<file path="src/rtl/io_port_bridge_pkg.sv">
// Shared constants and the read-address decode for the CPU-to-UART I/O bridge.
package io_port_bridge_pkg;

  localparam logic [1:0]  IO_SEL     = 2'b11;
  localparam logic [17:0] ADDR_UART  = 18'h30000;
  localparam logic [17:0] ADDR_CLK   = 18'h30004;
  localparam logic [17:0] ADDR_SNAP1 = 18'h30005;
  localparam logic [17:0] ADDR_SNAP2 = 18'h30006;
  localparam logic [17:0] ADDR_SNAP3 = 18'h30007;

  localparam int TX_DEPTH_WIDTH_DEF = 4;

  typedef enum logic [2:0] {
    RD_NONE,
    RD_UART,
    RD_SNAP0,
    RD_SNAP1,
    RD_SNAP2,
    RD_SNAP3,
    RD_OTHER
  } rd_sel_e;

  // Maps an I/O address to the source that feeds io_din on the following cycle.
  function automatic rd_sel_e decode_read(input logic [17:0] addr);
    rd_sel_e sel;
    case (addr)
      ADDR_UART:  sel = RD_UART;
      ADDR_CLK:   sel = RD_SNAP0;
      ADDR_SNAP1: sel = RD_SNAP1;
      ADDR_SNAP2: sel = RD_SNAP2;
      ADDR_SNAP3: sel = RD_SNAP3;
      default:    sel = RD_OTHER;
    endcase
    return sel;
  endfunction

endpackage

</file>
<file path="src/rtl/io_tx_fifo.sv">
// Synchronous byte FIFO buffering CPU writes toward the UART transmitter.
module io_tx_fifo
  import io_port_bridge_pkg::*;
#(
  parameter int AW = TX_DEPTH_WIDTH_DEF
) (
  input  logic        clk,
  input  logic        rst,
  input  logic        push_i,
  input  logic        pop_i,
  input  logic [7:0]  data_i,
  output logic        full_o,
  output logic        empty_o,
  output logic [AW:0] count_o,
  output logic [7:0]  head_o
);

  localparam int DEPTH = 1 << AW;
  localparam logic [AW:0] DEPTH_W = (AW + 1)'(DEPTH);

  logic [7:0]    mem_q [DEPTH];
  logic [AW-1:0] wr_ptr_q;
  logic [AW-1:0] rd_ptr_q;
  logic [AW:0]   count_q;
  logic          do_push;
  logic          do_pop;

  assign full_o  = (count_q == DEPTH_W);
  assign empty_o = (count_q == '0);
  assign count_o = count_q;
  assign head_o  = mem_q[rd_ptr_q];

  assign do_push = push_i && !full_o;
  assign do_pop  = pop_i && !empty_o;

  // NOTE: state uses non-blocking assignments so every register samples pre-edge values together.
  always_ff @(posedge clk) begin
    if (rst) begin
      wr_ptr_q <= '0;
      rd_ptr_q <= '0;
      count_q  <= '0;
    end else begin
      if (do_push) wr_ptr_q <= wr_ptr_q + 1'b1;
      if (do_pop)  rd_ptr_q <= rd_ptr_q + 1'b1;
      case ({do_push, do_pop})
        2'b10:   count_q <= count_q + 1'b1;
        2'b01:   count_q <= count_q - 1'b1;
        default: count_q <= count_q;
      endcase
    end
  end

  // NOTE: the storage array is deliberately not reset; only pointers and count define validity.
  always_ff @(posedge clk) begin
    if (do_push) mem_q[wr_ptr_q] <= data_i;
  end

endmodule

</file>
<file path="src/rtl/io_port_bridge.sv">
// Memory-mapped I/O bridge: CPU writes feed a TX FIFO toward the UART, reads return
// UART RX bytes or a snapshot of the free-running cycle counter.
module io_port_bridge
  import io_port_bridge_pkg::*;
#(
  parameter int          TX_DEPTH_WIDTH = TX_DEPTH_WIDTH_DEF,
  parameter int          FULL_MARGIN    = 1,
  // Value loaded into the cycle counter on reset; zero in normal use.
  parameter logic [31:0] CYC_CNT_RESET  = 32'h0
) (
  input  logic        Sys_clk,
  input  logic        Sys_rst,
  input  logic        Sys_rdy,
  input  logic [31:0] mem_a,
  input  logic [7:0]  mem_dout,
  input  logic        mem_wr,
  output logic [7:0]  io_din,
  output logic        io_buffer_full,
  output logic [7:0]  tx_data,
  output logic        tx_valid,
  input  logic        tx_ready,
  input  logic [7:0]  rx_data,
  input  logic        rx_valid,
  output logic        rx_pop,
  output logic        program_finish,
  output logic        tx_overflow
);

  localparam int CW = TX_DEPTH_WIDTH + 1;
  localparam logic [CW-1:0] DEPTH_W  = CW'(1 << TX_DEPTH_WIDTH);
  localparam logic [CW-1:0] MARGIN_W = CW'(FULL_MARGIN);

  logic [17:0]   addr;
  logic          is_io;
  logic          wr_uart;
  logic          wr_clk;
  logic          push;
  logic [7:0]    push_data;
  logic          push_ok;
  logic          pop;
  rd_sel_e       rd_sel;

  logic          fifo_full;
  logic          fifo_empty;
  logic [CW-1:0] fifo_count;
  logic [CW-1:0] count_nxt;

  logic [31:0]   cyc_cnt_q;
  logic [31:0]   snap_q,       snap_d;
  logic [7:0]    io_din_q,     io_din_d;
  logic          stop_q,       stop_d;
  logic          finish_q,     finish_d;
  logic          overflow_q,   overflow_d;
  logic          buf_full_q,   buf_full_d;

  logic          unused_addr_hi;
  assign unused_addr_hi = ^mem_a[31:18];

  assign addr  = mem_a[17:0];
  assign is_io = (addr[17:16] == IO_SEL);

  assign wr_uart   = Sys_rdy && is_io && mem_wr && (addr == ADDR_UART) && (mem_dout != 8'h00);
  assign wr_clk    = Sys_rdy && is_io && mem_wr && (addr == ADDR_CLK);
  assign push      = wr_uart || wr_clk;
  assign push_data = wr_clk ? 8'h00 : mem_dout;
  assign push_ok   = push && !fifo_full;

  assign tx_valid = Sys_rdy && !fifo_empty;
  assign pop      = tx_valid && tx_ready;

  assign rd_sel = (Sys_rdy && is_io && !mem_wr) ? decode_read(addr) : RD_NONE;
  assign rx_pop = !Sys_rst && (rd_sel == RD_UART) && rx_valid;

  io_tx_fifo #(
    .AW (TX_DEPTH_WIDTH)
  ) u_tx_fifo (
    .clk     (Sys_clk),
    .rst     (Sys_rst),
    .push_i  (push_ok),
    .pop_i   (pop),
    .data_i  (push_data),
    .full_o  (fifo_full),
    .empty_o (fifo_empty),
    .count_o (fifo_count),
    .head_o  (tx_data)
  );

  // Occupancy after this cycle's push/pop; drives the registered nearly-full flag.
  assign count_nxt = fifo_count + CW'(push_ok) - CW'(pop);

  always_comb begin
    // NOTE: every variable written here gets a default first, so no latch is inferred.
    io_din_d = io_din_q;
    snap_d   = snap_q;
    case (rd_sel)
      RD_UART:  io_din_d = rx_valid ? rx_data : 8'h00;
      RD_SNAP0: begin
        snap_d   = cyc_cnt_q;
        io_din_d = cyc_cnt_q[7:0];
      end
      RD_SNAP1: io_din_d = snap_q[15:8];
      RD_SNAP2: io_din_d = snap_q[23:16];
      RD_SNAP3: io_din_d = snap_q[31:24];
      RD_OTHER: io_din_d = 8'h00;
      default:  io_din_d = io_din_q;
    endcase

    stop_d     = stop_q || wr_clk;
    overflow_d = overflow_q || (push && fifo_full);
    finish_d   = finish_q || (stop_d && (count_nxt == '0));
    buf_full_d = ((DEPTH_W - count_nxt) <= MARGIN_W);
  end

  always_ff @(posedge Sys_clk) begin
    if (Sys_rst) begin
      cyc_cnt_q  <= CYC_CNT_RESET;
      snap_q     <= '0;
      io_din_q   <= 8'h00;
      stop_q     <= 1'b0;
      finish_q   <= 1'b0;
      overflow_q <= 1'b0;
      buf_full_q <= 1'b0;
    end else begin
      cyc_cnt_q <= cyc_cnt_q + 32'd1;
      // The counter keeps running while the CPU side is stalled; everything else freezes.
      if (Sys_rdy) begin
        snap_q     <= snap_d;
        io_din_q   <= io_din_d;
        stop_q     <= stop_d;
        finish_q   <= finish_d;
        overflow_q <= overflow_d;
        buf_full_q <= buf_full_d;
      end
    end
  end

  assign io_din         = io_din_q;
  assign io_buffer_full = buf_full_q;
  assign program_finish = finish_q;
  assign tx_overflow    = overflow_q;

endmodule

</file>
<file path="config.mk">
export PLATFORM = sky130hd
export DESIGN_NAME = io_port_bridge
export DESIGN_NICKNAME = d
export VERILOG_FILES = /design/src/rtl/io_port_bridge_pkg.sv /design/src/rtl/io_tx_fifo.sv /design/src/rtl/io_port_bridge.sv
export SDC_FILE = /design/constraint.sdc
export NUM_CORES = 1
export LEC_CHECK = 0
export BUFFER_PORTS_ARGS = -buffer_cell sky130_fd_sc_hd__buf_2
export CAP_MARGIN = 10
export CORE_MARGIN = 2
export CORE_UTILIZATION = 40
export DETAILED_ROUTE_END_ITERATION = 12
export PLACE_DENSITY = 0.68
export SLEW_MARGIN = 40
export SYNTH_ARGS = -nofsm -noshare
export SYNTH_HDL_FRONTEND = slang
export SYNTH_SLANG_ARGS = --single-unit
</file>
<file path="constraint.sdc">
create_clock -name Sys_clk -period 4.79 [get_ports Sys_clk]
set_clock_uncertainty 0.15 [all_clocks]
set_input_delay 0.2395 -clock Sys_clk [delete_from_list [all_inputs] [get_ports Sys_clk]]
set_output_delay 0.2395 -clock Sys_clk [all_outputs]
set_load 0.05 [all_outputs]
</file>
# Yosys cells after proc, flatten, opt, wreduce, memory -nomap -nowiden
# Memory sizes are Yosys's and may differ from the RTL's. A register that Yosys moved wholly into a read port is not among the register bits.
# Cells that the tools add are included.
# word_totals
regBits,89
ram_bits,128
inputBits,54
out_inout_bits,21
wordCells,75
memories,1
# classes
add_sub_neg,8
n_lt_le_gt_ge,1
eq_ne,15
mux,10
n_reduce_logical,30
# mem_list
name,depth,width,rd,rd_clocked_by_memory_dff,write_ports,line,source
u_tx_fifo.mem_q,16,8,1,1,1,io_tx_fifo.sv:21,logic [7:0] mem_q [DEPTH];
# op_table
operator,count
$eq 18x18->1 const B,5
$pmux 8 s6,1
$add 32x1->32 const B,1
$mux 8,2
$logic_and 1x1->1,15
$pmux 3 s5,1
$logic_not 5->1,2
$pmux 5 s2,1
$eq 3x3->1 const B,3
$add 4x1->4 const B,2
$mux 4,2
$reduce_bool 8->1,1
$eq 3x2->1 const B,2
$reduce_bool 6->1,1
$add 5x1->5,1
$add 5x1->5 const B,1
$eq 5x5->1 const B,1
$le 5x1->1 const B,1
$sub 5x1->5,1
$sub 5x1->5 const B,1
$sub 5x5->5 const A,1
$eq 2x2->1 const B,2
$logic_not 1->1,4
$logic_or 1x1->1,4
other kinds (6),8

# Depth between registers and ports, before layout
# Gate-level depths: netlist of run 1.
# logic_depth
depth_word,12
mapped_depth,17
mapped_depth_nobuf,17

# By module
# From an unflattened synthesis of run 1, not the netlist that was laid out.
# unflattened
hier_cells,753
hier_area_um2,9471.6
# modules_own_cells
module,instances,cells_per_inst,area_each_um2,seq_area_each_um2
io_tx_fifo,1,330,5891.9,4184.0
io_port_bridge,1,423,3579.7,1361.3

# Worst setup path after synthesis of run 1
# Ideal clock, no wire load.
# synth_path
kind,register to register
startpoint,"register u_tx_fifo.count_q[3], in the netlist u_tx_fifo.count_o[3]"
endpoint,"register buf_full_q, in the netlist io_buffer_full"
setup_time_ps,74
t_arrival_ps,3719
t_required_ps,4566
setup_slack_ps,847
path_stages_with_launch,16
path_buffers,0
synth_period_minus_slack_ps,3943
path_cell_list,dfxtp_1 -> inv_1 -> ha_1 -> or3b_2 -> o211a_1 -> ha_1 -> inv_1 -> ha_1 -> fa_1 -> inv_1 -> ha_1 -> and3_1 -> ha_1 -> o211a_1 -> or4b_2 -> a31oi_1
# synth_between
elab_chain_cells,7
elab_cells_between_ends,11
classes_between,3 x add/sub; 1 x order compare; 1 x eq/ne; 6 x reduce/logical
# synth_rtl
element,line,source
from (decl),io_tx_fifo.sv:24,logic [AW:0] count_q;
from (signal assigned),io_tx_fifo.sv:46,2'b10: count_q <= count_q + 1'b1;
from (signal assigned),io_tx_fifo.sv:47,2'b01: count_q <= count_q - 1'b1;
from (signal assigned),io_tx_fifo.sv:48,default: count_q <= count_q;
$eq 5x5->1 or $logic_not 5->1 (tied branches),"io_tx_fifo.sv:28, io_tx_fifo.sv:29",
"$logic_not 1->1, on equally long branches","io_port_bridge.sv:66, io_port_bridge.sv:68",
"$logic_and 1x1->1, on equally long branches","io_port_bridge.sv:66, io_port_bridge.sv:68",
$add 5x1->5 or $logic_and 1x1->1 (tied branches),"io_port_bridge.sv:89, io_port_bridge.sv:69",
$sub 5x1->5 (*),io_port_bridge.sv:89,assign count_nxt = fifo_count + CW'(push_ok) - CW'(pop);
$sub 5x5->5 (*),io_port_bridge.sv:111,buf_full_d = ((DEPTH_W - count_nxt) <= MARGIN_W);
$le 5x1->1 (*),io_port_bridge.sv:111,
to (signal assigned),io_port_bridge.sv:132,buf_full_q <= buf_full_d;
to (decl),io_port_bridge.sv:54,"logic buf_full_q, buf_full_d;"
# Every way passes the cells marked *; elsewhere a longest branch is shown, timed or not.
# A chain may end at the register's enable or synchronous reset.

# Worst setup path after layout of run 1
# Ends and elaborated chain as after synthesis.

==> out/metrics.cfg, run 1 <==
[route]
routedWlPerCell_um=18.1
avgViaCountPerCell=5.22
top_layer=met4
routed-wl-met2_um=9270
wl_met1_um=8650
dr_wl_met3_um=576
wl_um=18800
drtIter0Drc=320
drcViolationCount=0
via_count=5430
drtAntennaViolNets=0
first_pass_iters=4

[min_path]
hold-path-endpoint=io_din[6]
whs_path_depth=5
min_from=rx_data[6]
hp-class=primary input to register

[global_route]
grt_max_degree=48
grt_pass1_vias=5433
antenna_found_initial=0
grt_pass1_wl_um=30000
grt_overflow_total=0
grt_use_total_pct=15.8

[logic_synthesis]
yosysTopAreaCell=edfxtp_1
synth.avg_cell_area_um2=13.6
synth_cell_types=53
synth_seq_cells=213
synth_edf_count=128
synthSimpleGateAreaFrac_pct=12.3
synth_fa_ha_area_share_pct=3.00
synth_top_family_by_area=multiplexers
synth_area_mm2=0.00925
netlist.area_leader.share_pct=41.6
async_reset_ff_share_pct=0
synthMuxAreaShare_pct=14.5
syn_nets=757
seq_area_frac_synth_pct=60.0
synth-xor-area-share_pct=3.22
synth.area.top_cells=edfxtp_1 42%, dfxtp_1 18%, mux4_2 9.7%
synthCells=682
yosys_warnings=0
synth_compound_area_share_pct=4.87
synth_flop_cell=edfxtp_1

[final_layout]
fillers=1974
drive_gt1_share_pct=22.4
area_growth_syn_to_layout_pct=13.4
antenna_cells=0
fin_nets=817
multi_input_area_mm2=0.00352
seq_area_mm2=0.00555

[clock_network]
clock_latency_ns=0.49
cts_buffers=21
clock-sinks=213
cts_tree=done
cts-htree-levels=1
clk_pin_slew_ns=0.06
root_buffer=clkbuf_16
cts_setup_buffers=0
max-clock-path-buffers=3

[die]
die_w_um=156
core_area_mm2=0.0226
die_h_um=156
io_pins=75
start_util_pct=40.9
rows=55
die-area_mm2=0.0244

[worst_setup_path]
regToRegSetupSlack_ns=0.63
crit_buf_inv=3
worstRegToRegCells=15
cpPeakStageDelay_ns=0.58
r2r-start=u_tx_fifo.count_o[3]
crit_arrival_ns=4.43
r2r-end=io_buffer_full
worstSetupPathType=register to register
cp-start-kind=register
cpLargestDelayFamily=adder cells
crit_top_cell=ha_1
cp_cell_sequence=inv_1 > ha_1 > or3b_2 > o211a_1 > ha_1 > inv_1 > ha_1 > fa_1 > inv_1 > ha_1 > and3_1 > ha_1 > o211a_1 > or4b_2 > a31oi_1
critPathMaxFanout=4
endpoint_kind=register
required_ns=5.06
crit_path_top_delay_cell=or4b_2

[status]
status=finished, final reports clean

[sta]
fin_crit_ns=4.16
slew_headroom_pct=50.7
drv_slew=0
timing.final.ws_setup_ns=0.627
period_share_pct=86.9
setup_viol=0
rsz0062_at_grt=no
fmax_ghz=0.240
tightest_slew_ns=0.736
finalHoldViolCount=0
final.setup.tns_ns=0

[pwr]
ir_drop_uv=216
power_leakage_nw=3.55
power-per-cell-area_mw_per_mm2=338

[placed_design]
place.gp.congestion=0.801
io_buffers=60
pre_cts_ws_ns=0.514
dp_hpwl_um=12700

[job]
maxCapViolations=0

==> per-layer routing <==
layer / track usage (%) / vias up
li1: - / 2667
met3: 2.47 / 19
met1: 20.7 / 2667
met5: 0 / -
met2: 27.6 / 77
met4: 3.54 / 0
==> power breakdown <==
part           internal, mW  switching, mW  leakage [nW]
clock network         0.857          0.658         0.302
registers              1.94        0.00281          1.84
logic                0.0271         0.0588          1.41
total                  2.83          0.719          3.55
==> worst max-delay path by stage <==
stage / slack [ns] / start / endpoint / cells past startpoint
floorplan: 0.85 / u_tx_fifo.count_o[3] / io_buffer_full / 15
global placement: 0.53 / mem_dout[2] / io_buffer_full / 14
detailed placement: 0.51 / mem_dout[2] / io_buffer_full / 14
finish: 0.63 / u_tx_fifo.count_o[3] / io_buffer_full / 15
global route: 0.40 / u_tx_fifo.count_o[3] / io_buffer_full / 15
CTS: 0.63 / u_tx_fifo.count_o[3] / io_buffer_full / 15
==> placed cells by master, fill, tap and decap left out, types with 10 or more instances in the layout <==
master,n
nand2_1,27
clkbuf_16,21
xor2_1,16
ha_1,19
o21ai_0,12
buf_2,60
and3_1,12
mux2i_1,34
xnor2_1,18
edfxtp_1,128
and2_1,11
inv_1,15
nand3_1,12
dfxtp_1,84
mux4_2,40
nand4_1,10
nor2_1,76
a21oi_1,26
==> area by class of cell <==
cell class	count	area share [%]
tap	285	3.40
sequential	213	52.9
multi-input combinational	420	33.6
inverter	16	0.573
timing repair buffer	70	3.60
clock buffer	25	5.15
clock inverter	11	0.764
==> synth_stat cells (all sizes together), types with 3 or more instances <==
cell type  count
edfxtp       128
dfxtp         85
nor2          84
mux4          40
mux2i         34
a21oi         27
nand2         27
clkbuf        20
ha            19
xnor2         18
inv           16
xor2          16
buf           13
and3          12
nand3         12
o21ai         12
and2          11
nand4         11
mux2           9
nor3           8
nor4           8
o21bai         8
o22ai          8
nand2b         7
and4           5
or3            5
or4            5
nor2b          4
a31o           3
o211a          3
o31ai          3
==> per-stage QoR <==
step	std cells	hold WS [ns]	area [um^2]	utilization [%]	power [mW]
6_report	1040	0.0463	10500	46.3	3.55
2_1_floorplan	682	0.275	9250	-	2.03
5_1_grt	1040	0.0799	10500	46.3	3.65
4_1_cts	1040	0.0305	10500	46.3	3.58
3_5_place_dp	1003	0.291	9860	43.5	2.07
3_3_place_gp	1003	0.286	9840	43.4	2.07
==> sequential cells by signal, summed over array words and instances (netlist names), named ones only <==
| register | flops |
|---|---|
| io_din | 8 |
| snap_q | 24 |
| stop_q | 1 |
| program_finish | 1 |
| u_tx_fifo.count_o | 5 |
| io_buffer_full | 1 |
| u_tx_fifo.rd_ptr_q | 4 |
| u_tx_fifo.mem_q | 128 |
| tx_overflow | 1 |
| cyc_cnt_q | 32 |
| u_tx_fifo.wr_ptr_q | 4 |
==> worst min-delay path, delay by kind of cell <==
kind                   cells  cell delay (ns)
AO/OA/AOI/OAI              3             0.25
AND/OR/NAND/NOR            1             0.04
buffers and inverters      1             0.09
==> repair_timing <==
action	CTS	global route
gates resized for setup	0	0
endpoints found under the hold margin	3	0
hold buffers	1	0
==> kinds of logic after synthesis <==
kind of cell,Yosys count
AO/OA/AOI/OAI,71
multiplexers,83
adder cells (fa/ha/maj),21
XOR/XNOR,34
flip-flops,213
AND/OR/NAND/NOR,211
buffers and inverters,49
No activity file was read; power rests on OpenSTA's default activity.
==> inputs of run 2 (changes only) <==
--- a/config.mk
+++ b/config.mk
@@ -9,9 +9,10 @@
 export CAP_MARGIN = 10
 export CORE_MARGIN = 2
 export CORE_UTILIZATION = 40
+export CTS_BUF_LIST = sky130_fd_sc_hd__clkbuf_8
 export DETAILED_ROUTE_END_ITERATION = 12
 export PLACE_DENSITY = 0.68
-export SLEW_MARGIN = 40
+export SLEW_MARGIN = 20
 export SYNTH_ARGS = -nofsm -noshare
 export SYNTH_HDL_FRONTEND = slang
 export SYNTH_SLANG_ARGS = --single-unit
==> run 2 against run 1 <==
Via count up 0.83%; core utilization about the same; worst hold slack worse by 0.013 ns; sequential cell count unchanged; critical path depth unchanged; total power down 2.1%; combinational power up 1%; fmax about the same; largest cell class unchanged; design area about the same; sequential share of layout area about the same; sequential power about the same; global-route usage up 0.21 points.
==> out/metrics.cfg, run 2 (synthesis results as in run 1) <==
[placed_design]
pre_cts_ws_ns=0.494  ; was 0.514 ns
place.gp.congestion=0.801  ; unchanged
dp_hpwl_um=12700  ; about the same
io_buffers=60  ; unchanged

[sta]
period_share_pct=86.9  ; about the same
fmax_ghz=0.240  ; about the same
rsz0062_at_grt=no  ; unchanged
setup_viol=0  ; unchanged
finalHoldViolCount=0  ; unchanged
final.setup.tns_ns=0  ; unchanged
fin_crit_ns=4.16  ; about the same
drv_slew=0  ; unchanged
slew_headroom_pct=33.7  ; was 50.7%
tightest_slew_ns=0.990  ; was 0.736 ns
fin_hold_ws_ns=0.0333  ; was 0.0463 ns
timing.final.ws_setup_ns=0.626  ; was 0.627 ns

[route]
via_count=5475  ; was 5430
routedWlPerCell_um=17.8  ; was 18.1 um
first_pass_iters=4  ; unchanged
drtAntennaViolNets=0  ; unchanged
drtIter0Drc=250  ; was 320
wl_um=18900  ; was 18800 um
drcViolationCount=0  ; unchanged
avgViaCountPerCell=5.14  ; was 5.22

[final_layout]
largest_reg_flops=128  ; unchanged
area_growth_syn_to_layout_pct=13.5  ; was 13.4%
fin_nets=832  ; was 817
layout_common_cells=128 x edfxtp_1, 84 x nor2_1, 84 x dfxtp_1  ; was 128 x edfxtp_1, 84 x dfxtp_1, 76 x nor2_1
antenna_cells=0  ; unchanged
reg_top3=u_tx_fifo.mem_q: 128 flops, cyc_cnt_q: 32 flops, snap_q: 24 flops  ; unchanged
drive_gt1_share_pct=22.9  ; was 22.4%
final_common_cell=edfxtp_1  ; unchanged
regMostFlops=u_tx_fifo.mem_q  ; unchanged

[global_route]
grt_overflow_total=0  ; unchanged
grt_pass1_vias=5551  ; was 5433
grt_use_total_pct=16.0  ; was 15.8%
grt_max_degree=48  ; unchanged
antenna_found_initial=0  ; unchanged
grt_pass1_wl_um=30000  ; about the same

[clock_network]
cts_buffers=34  ; was 21
clock_latency_ns=0.53  ; was 0.49 ns
root_buffer=clkbuf_8  ; was clkbuf_16
clock-sinks=213  ; unchanged
cts_setup_buffers=0  ; unchanged
clk_pin_slew_ns=0.06  ; about the same
cts_tree=done  ; unchanged
cts_resized=0  ; unchanged
cts-htree-levels=2  ; was 1
cts_hold_buf=3  ; was 1
max-clock-path-buffers=3  ; unchanged

[worst_setup_path]
endpoint_kind=register  ; unchanged
critPathMaxFanout=4  ; unchanged
crit_arrival_ns=4.45  ; was 4.43 ns
required_ns=5.08  ; was 5.06 ns
worstRegToRegCells=15  ; unchanged
cp-start-kind=register  ; unchanged
r2r-start=u_tx_fifo.count_o[2]  ; was u_tx_fifo.count_o[3]
startpoint=u_tx_fifo.count_o[2]  ; was u_tx_fifo.count_o[3]
worstSetupPathType=register to register  ; unchanged

[min_path]
whs_path_depth=5  ; unchanged
hp-class=primary input to register  ; unchanged
min_from=rx_data[1]  ; was rx_data[6]

[die]
die-area_mm2=0.0244  ; unchanged
die_h_um=156  ; unchanged
core_area_mm2=0.0226  ; unchanged
start_util_pct=40.9  ; unchanged
rows=55  ; unchanged
die_w_um=156  ; unchanged
io_pins=75  ; unchanged

[pwr]
power_leakage_nw=3.61  ; was 3.55 nW
power_mw=3.47  ; was 3.55 mW
ir_drop_uv=173  ; was 216 uV
power-per-cell-area_mw_per_mm2=331  ; was 338 mW/mm^2

[status]
status=finished, final reports clean  ; unchanged

[job]
maxCapViolations=0  ; unchanged

==> run 2: cell count changes in the layout (fill, tap and decap cells not counted), moves of 2 or more <==
cell and delta:
clkbuf_1 -4, clkbuf_16 -21, clkbuf_8 +39, dlygate4sd3_1 +2
inv_1 +9, nor2_1 +8, nor2_2 -8
==> run 2: cell type report <==
cell class | count | area [um^2]
inverters | 16 | 60.1
clock buffers | 39 | 537
clock inverters | 20 | 91.3
multi-input cells | 420 | 3500
flip-flops and latches | 213 | 5550
repair buffers | 72 | 398
fillers | 2032 | 12100
well taps | 285 | 357
==> run 2: power by group <==
part           leakage [nW]  switching (mW)  internal [mW]  total (mW)
combinational          1.42          0.0587         0.0282      0.0869
sequential             1.84         0.00294           1.94        1.95
clock                 0.358           0.694          0.746        1.44
==> run 2: final timing paths <==
check                   endpoint  slack (ns)
hold reg to reg           stop_q        0.31
setup / recovery  io_buffer_full        0.63
setup reg to reg  io_buffer_full        0.63
hold / removal         io_din[1]        0.03
==> run 2: worst max-delay path, cell delays in order (launching register included) <==
cell and delay [ns]:
dfxtp_1 0.35, inv_1 0.09, ha_1 0.17, or3b_2 0.48, o211a_1 0.23, ha_1 0.27, inv_1 0.04, ha_1 0.20
fa_1 0.53, inv_1 0.05, ha_1 0.20, and3_1 0.15, ha_1 0.27, o211a_1 0.16, or4b_2 0.59, a31oi_1 0.17
==> run 2: through the flow <==
step / area [um^2] / util, % / cells
global placement: 9840 / 43.4 / 1003
finish: 10500 / 46.3 / 1065
global route: 10500 / 46.3 / 1065
detailed placement: 9840 / 43.4 / 1003
CTS: 10500 / 46.3 / 1065
floorplan: 9250 / - / 682
==> run 2: metal layers <==
| metal | track usage [%] | up-vias | share of wire [%] |
|---|---|---|---|
| met5 | 0 | - | 0 |
| met4 | 4.89 | 0 | 1.4 |
| met3 | 3.42 | 24 | 4.4 |
| met2 | 27.7 | 121 | 49 |
| met1 | 20.1 | 2627 | 45 |
| li1 | - | 2703 | - |
==> inputs of run 3 (changes only) <==
--- a/config.mk
+++ b/config.mk
@@ -10,6 +10,7 @@
 export CORE_MARGIN = 2
 export CORE_UTILIZATION = 40
 export CTS_BUF_LIST = sky130_fd_sc_hd__clkbuf_8
+export CTS_CLUSTER_DIAMETER = 60
 export DETAILED_ROUTE_END_ITERATION = 12
 export PLACE_DENSITY = 0.68
 export SLEW_MARGIN = 20
==> constraint.sdc (replaced) <==
create_clock -name Sys_clk -period 4.79 [get_ports Sys_clk]
set_clock_uncertainty 0.15 [all_clocks]
set_input_delay 0.2395 -clock Sys_clk [delete_from_list [all_inputs] [get_ports Sys_clk]]
set_output_delay 0.2395 -clock Sys_clk [all_outputs]
set_load 0.01 [all_outputs]
==> run 3 against run 2 <==
Register-to-register slack worse by 0.03 ns; sequential power about the same; worst hold slack worse by 0.0043 ns; final cell count up 0.56%; clock power up 4%; global-route usage up 0.23 points; total power up 1.6%; largest cell class unchanged.
==> out/metrics.cfg, run 3 (synthesis results as in run 1) <==
[die]
core_area_mm2=0.0226  ; unchanged
io_pins=75  ; unchanged
rows=55  ; unchanged
die-area_mm2=0.0244  ; unchanged
die_h_um=156  ; unchanged
start_util_pct=40.9  ; unchanged
die_w_um=156  ; unchanged

[final_layout]
reg_top3=u_tx_fifo.mem_q: 128 flops, cyc_cnt_q: 32 flops, snap_q: 24 flops  ; unchanged
antenna_cells=0  ; unchanged
fillers=2034  ; was 2032
layout_common_cells=128 x edfxtp_1, 84 x nor2_1, 84 x dfxtp_1  ; unchanged
largest_reg_flops=128  ; unchanged
final_common_cell=edfxtp_1  ; unchanged
regMostFlops=u_tx_fifo.mem_q  ; unchanged
fin_nets=835  ; was 832
final_cells=1071  ; was 1065
area_growth_syn_to_layout_pct=14.1  ; was 13.5%
multi_input_area_mm2=0.00350  ; unchanged
drive_gt1_share_pct=23.3  ; was 22.9%
seq_area_mm2=0.00555  ; unchanged

[clock_network]
root_buffer=clkbuf_8  ; unchanged
max-clock-path-buffers=3  ; unchanged
clk_pin_slew_ns=0.06  ; about the same
cts_tree=done  ; unchanged
cts_buffers=35  ; was 34
clock-sinks=213  ; unchanged
clock_latency_ns=0.53  ; about the same
cts-htree-levels=2  ; unchanged
cts_resized=0  ; unchanged

[worst_setup_path]
crit_path_top_delay_cell=or4b_2  ; unchanged
cp-start-kind=register  ; unchanged
crit_arrival_ns=4.48  ; was 4.45 ns
r2r-start=u_tx_fifo.count_o[3]  ; was u_tx_fifo.count_o[2]
crit_top_cell=ha_1  ; unchanged
cpLargestDelayFamily=adder cells  ; unchanged
cpPeakStageDelay_ns=0.60  ; was 0.59 ns
critPathMaxFanout=4  ; unchanged
startpoint=u_tx_fifo.count_o[3]  ; was u_tx_fifo.count_o[2]
required_ns=5.08  ; about the same
worstSetupPathType=register to register  ; unchanged
endpoint_kind=register  ; unchanged
crit_buf_inv=3  ; unchanged
cp_cell_sequence=inv_1 > ha_1 > or3b_2 > o211a_1 > ha_1 > inv_1 > ha_1 > fa_1 > inv_1 > ha_1 > and3_1 > ha_1 > o211a_1 > or4b_2 > a31oi_1  ; unchanged

[sta]
timing.final.ws_setup_ns=0.599  ; was 0.626 ns
fin_crit_ns=4.19  ; was 4.16 ns
period_share_pct=87.5  ; was 86.9%
tightest_slew_ns=1.00  ; was 0.990 ns
fmax_ghz=0.239  ; was 0.240 GHz
setup_viol=0  ; unchanged
fin_hold_ws_ns=0.0290  ; was 0.0333 ns
finalHoldViolCount=0  ; unchanged
rsz0062_at_grt=no  ; unchanged
slew_headroom_pct=32.9  ; was 33.7%
drv_slew=0  ; unchanged
final.setup.tns_ns=0  ; unchanged

[global_route]
grt_pass1_vias=5607  ; was 5551
busiest_layer=met2  ; unchanged
grt_overflow_total=0  ; unchanged
met1_usage_pct=20.8  ; was 20.1%
met2_usage_pct=27.2  ; was 27.7%
met3_usage_pct=3.11  ; was 3.42%
grt_use_total_pct=16.2  ; was 16.0%
grt_max_degree=56  ; was 48
antenna_found_initial=0  ; unchanged
grt_pass1_wl_um=30400  ; was 30000 um

[route]
drtIter0Drc=385  ; was 250
routedWlPerCell_um=17.6  ; was 17.8 um
avgViaCountPerCell=5.18  ; was 5.14
drcViolationCount=0  ; unchanged
drtAntennaViolNets=0  ; unchanged
wl_um=18800  ; was 18900 um
first_pass_iters=4  ; unchanged
via_count=5551  ; was 5475

[pwr]
seq_power_share_pct=55.2  ; was 56.0%
power_switching_uw=769  ; was 756 uW
combPwrFrac_pct=2.3  ; was 2.5%
power-per-cell-area_mw_per_mm2=334  ; was 331 mW/mm^2
power_leakage_nw=3.65  ; was 3.61 nW
p_clk_share_pct=42.5  ; was 41.5%
switching_share_pct=21.8  ; about the same
internal-power_mw=2.76  ; was 2.72 mW
ir_drop_uv=230  ; was 173 uV

[placed_design]
place_inst=1003  ; unchanged
pre_cts_ws_ns=0.478  ; was 0.494 ns
place.gp.congestion=0.794  ; was 0.801
io_buffers=60  ; unchanged
dp_hpwl_um=12400  ; was 12700 um

[min_path]
hp-class=primary input to register  ; unchanged
min_from=rx_data[2]  ; was rx_data[1]

[status]
status=finished, final reports clean  ; unchanged

[job]
maxCapViolations=0  ; unchanged

## run 3: changes by cell type in the layout (fill, tap and decap cells not counted), sizes merged
cell	change
clkbuf	+2
dlygate4sd3	+2
inv	+2
## run 3: power groups by stage
stage	registers (mW)	logic [mW]	clock network [mW]
floorplan	1.99	0.0394	0
finish	1.95	0.0816	1.50
global placement	1.99	0.0781	0
CTS	1.95	0.0829	1.54
detailed placement	1.99	0.0794	0
global route	1.95	0.0905	1.64
## run 3: final cells by class
cell class | count | share of cell area, %
clock buffer | 41 | 5.35
clock inverter | 22 | 0.972
inverter | 16 | 0.569
multi-input combinational | 420 | 33.2
tap | 285 | 3.38
sequential | 213 | 52.6
timing repair buffer | 74 | 3.96
## run 3: worst reg2reg max path, delay by kind of cell, from the launching register on
family	cells	cell delay (ns)
buffers and inverters	3	0.18
adder cells (fa/ha/maj)	6	1.65
flip-flops	1	0.34
AO/OA/AOI/OAI	3	0.56
AND/OR/NAND/NOR	3	1.24
## run 3: timing repair
item	CTS	global route
hold buffers	5	0
hold endpoints to repair	7	0
endpoints found under the setup margin	0	0
buffers inserted	0	0
## run 3: final timing paths
path	slack (ns)	depth (start not counted)	to
setup reg to reg	0.60	15	io_buffer_full
setup / recovery	0.60	15	io_buffer_full
hold / removal	0.03	5	io_din[2]
hold reg to reg	0.30	2	stop_q
## run 3: layer usage
metal  up-vias  part of all wire (%)
met5         -                     0
met4         0                   2.4
met3        30                   4.7
met2       142                    49
met1      2662                    44
li1       2717                     -
## run 3: per-stage QoR
step           cell area (um^2)  total power [mW]  util [%]
2_1_floorplan              9250              2.03         -
3_3_place_gp               9840              2.06      43.4
3_5_place_dp               9840              2.07      43.4
4_1_cts                   10600              3.57      46.6
5_1_grt                   10600              3.67      46.6
6_report                  10600              3.53      46.6
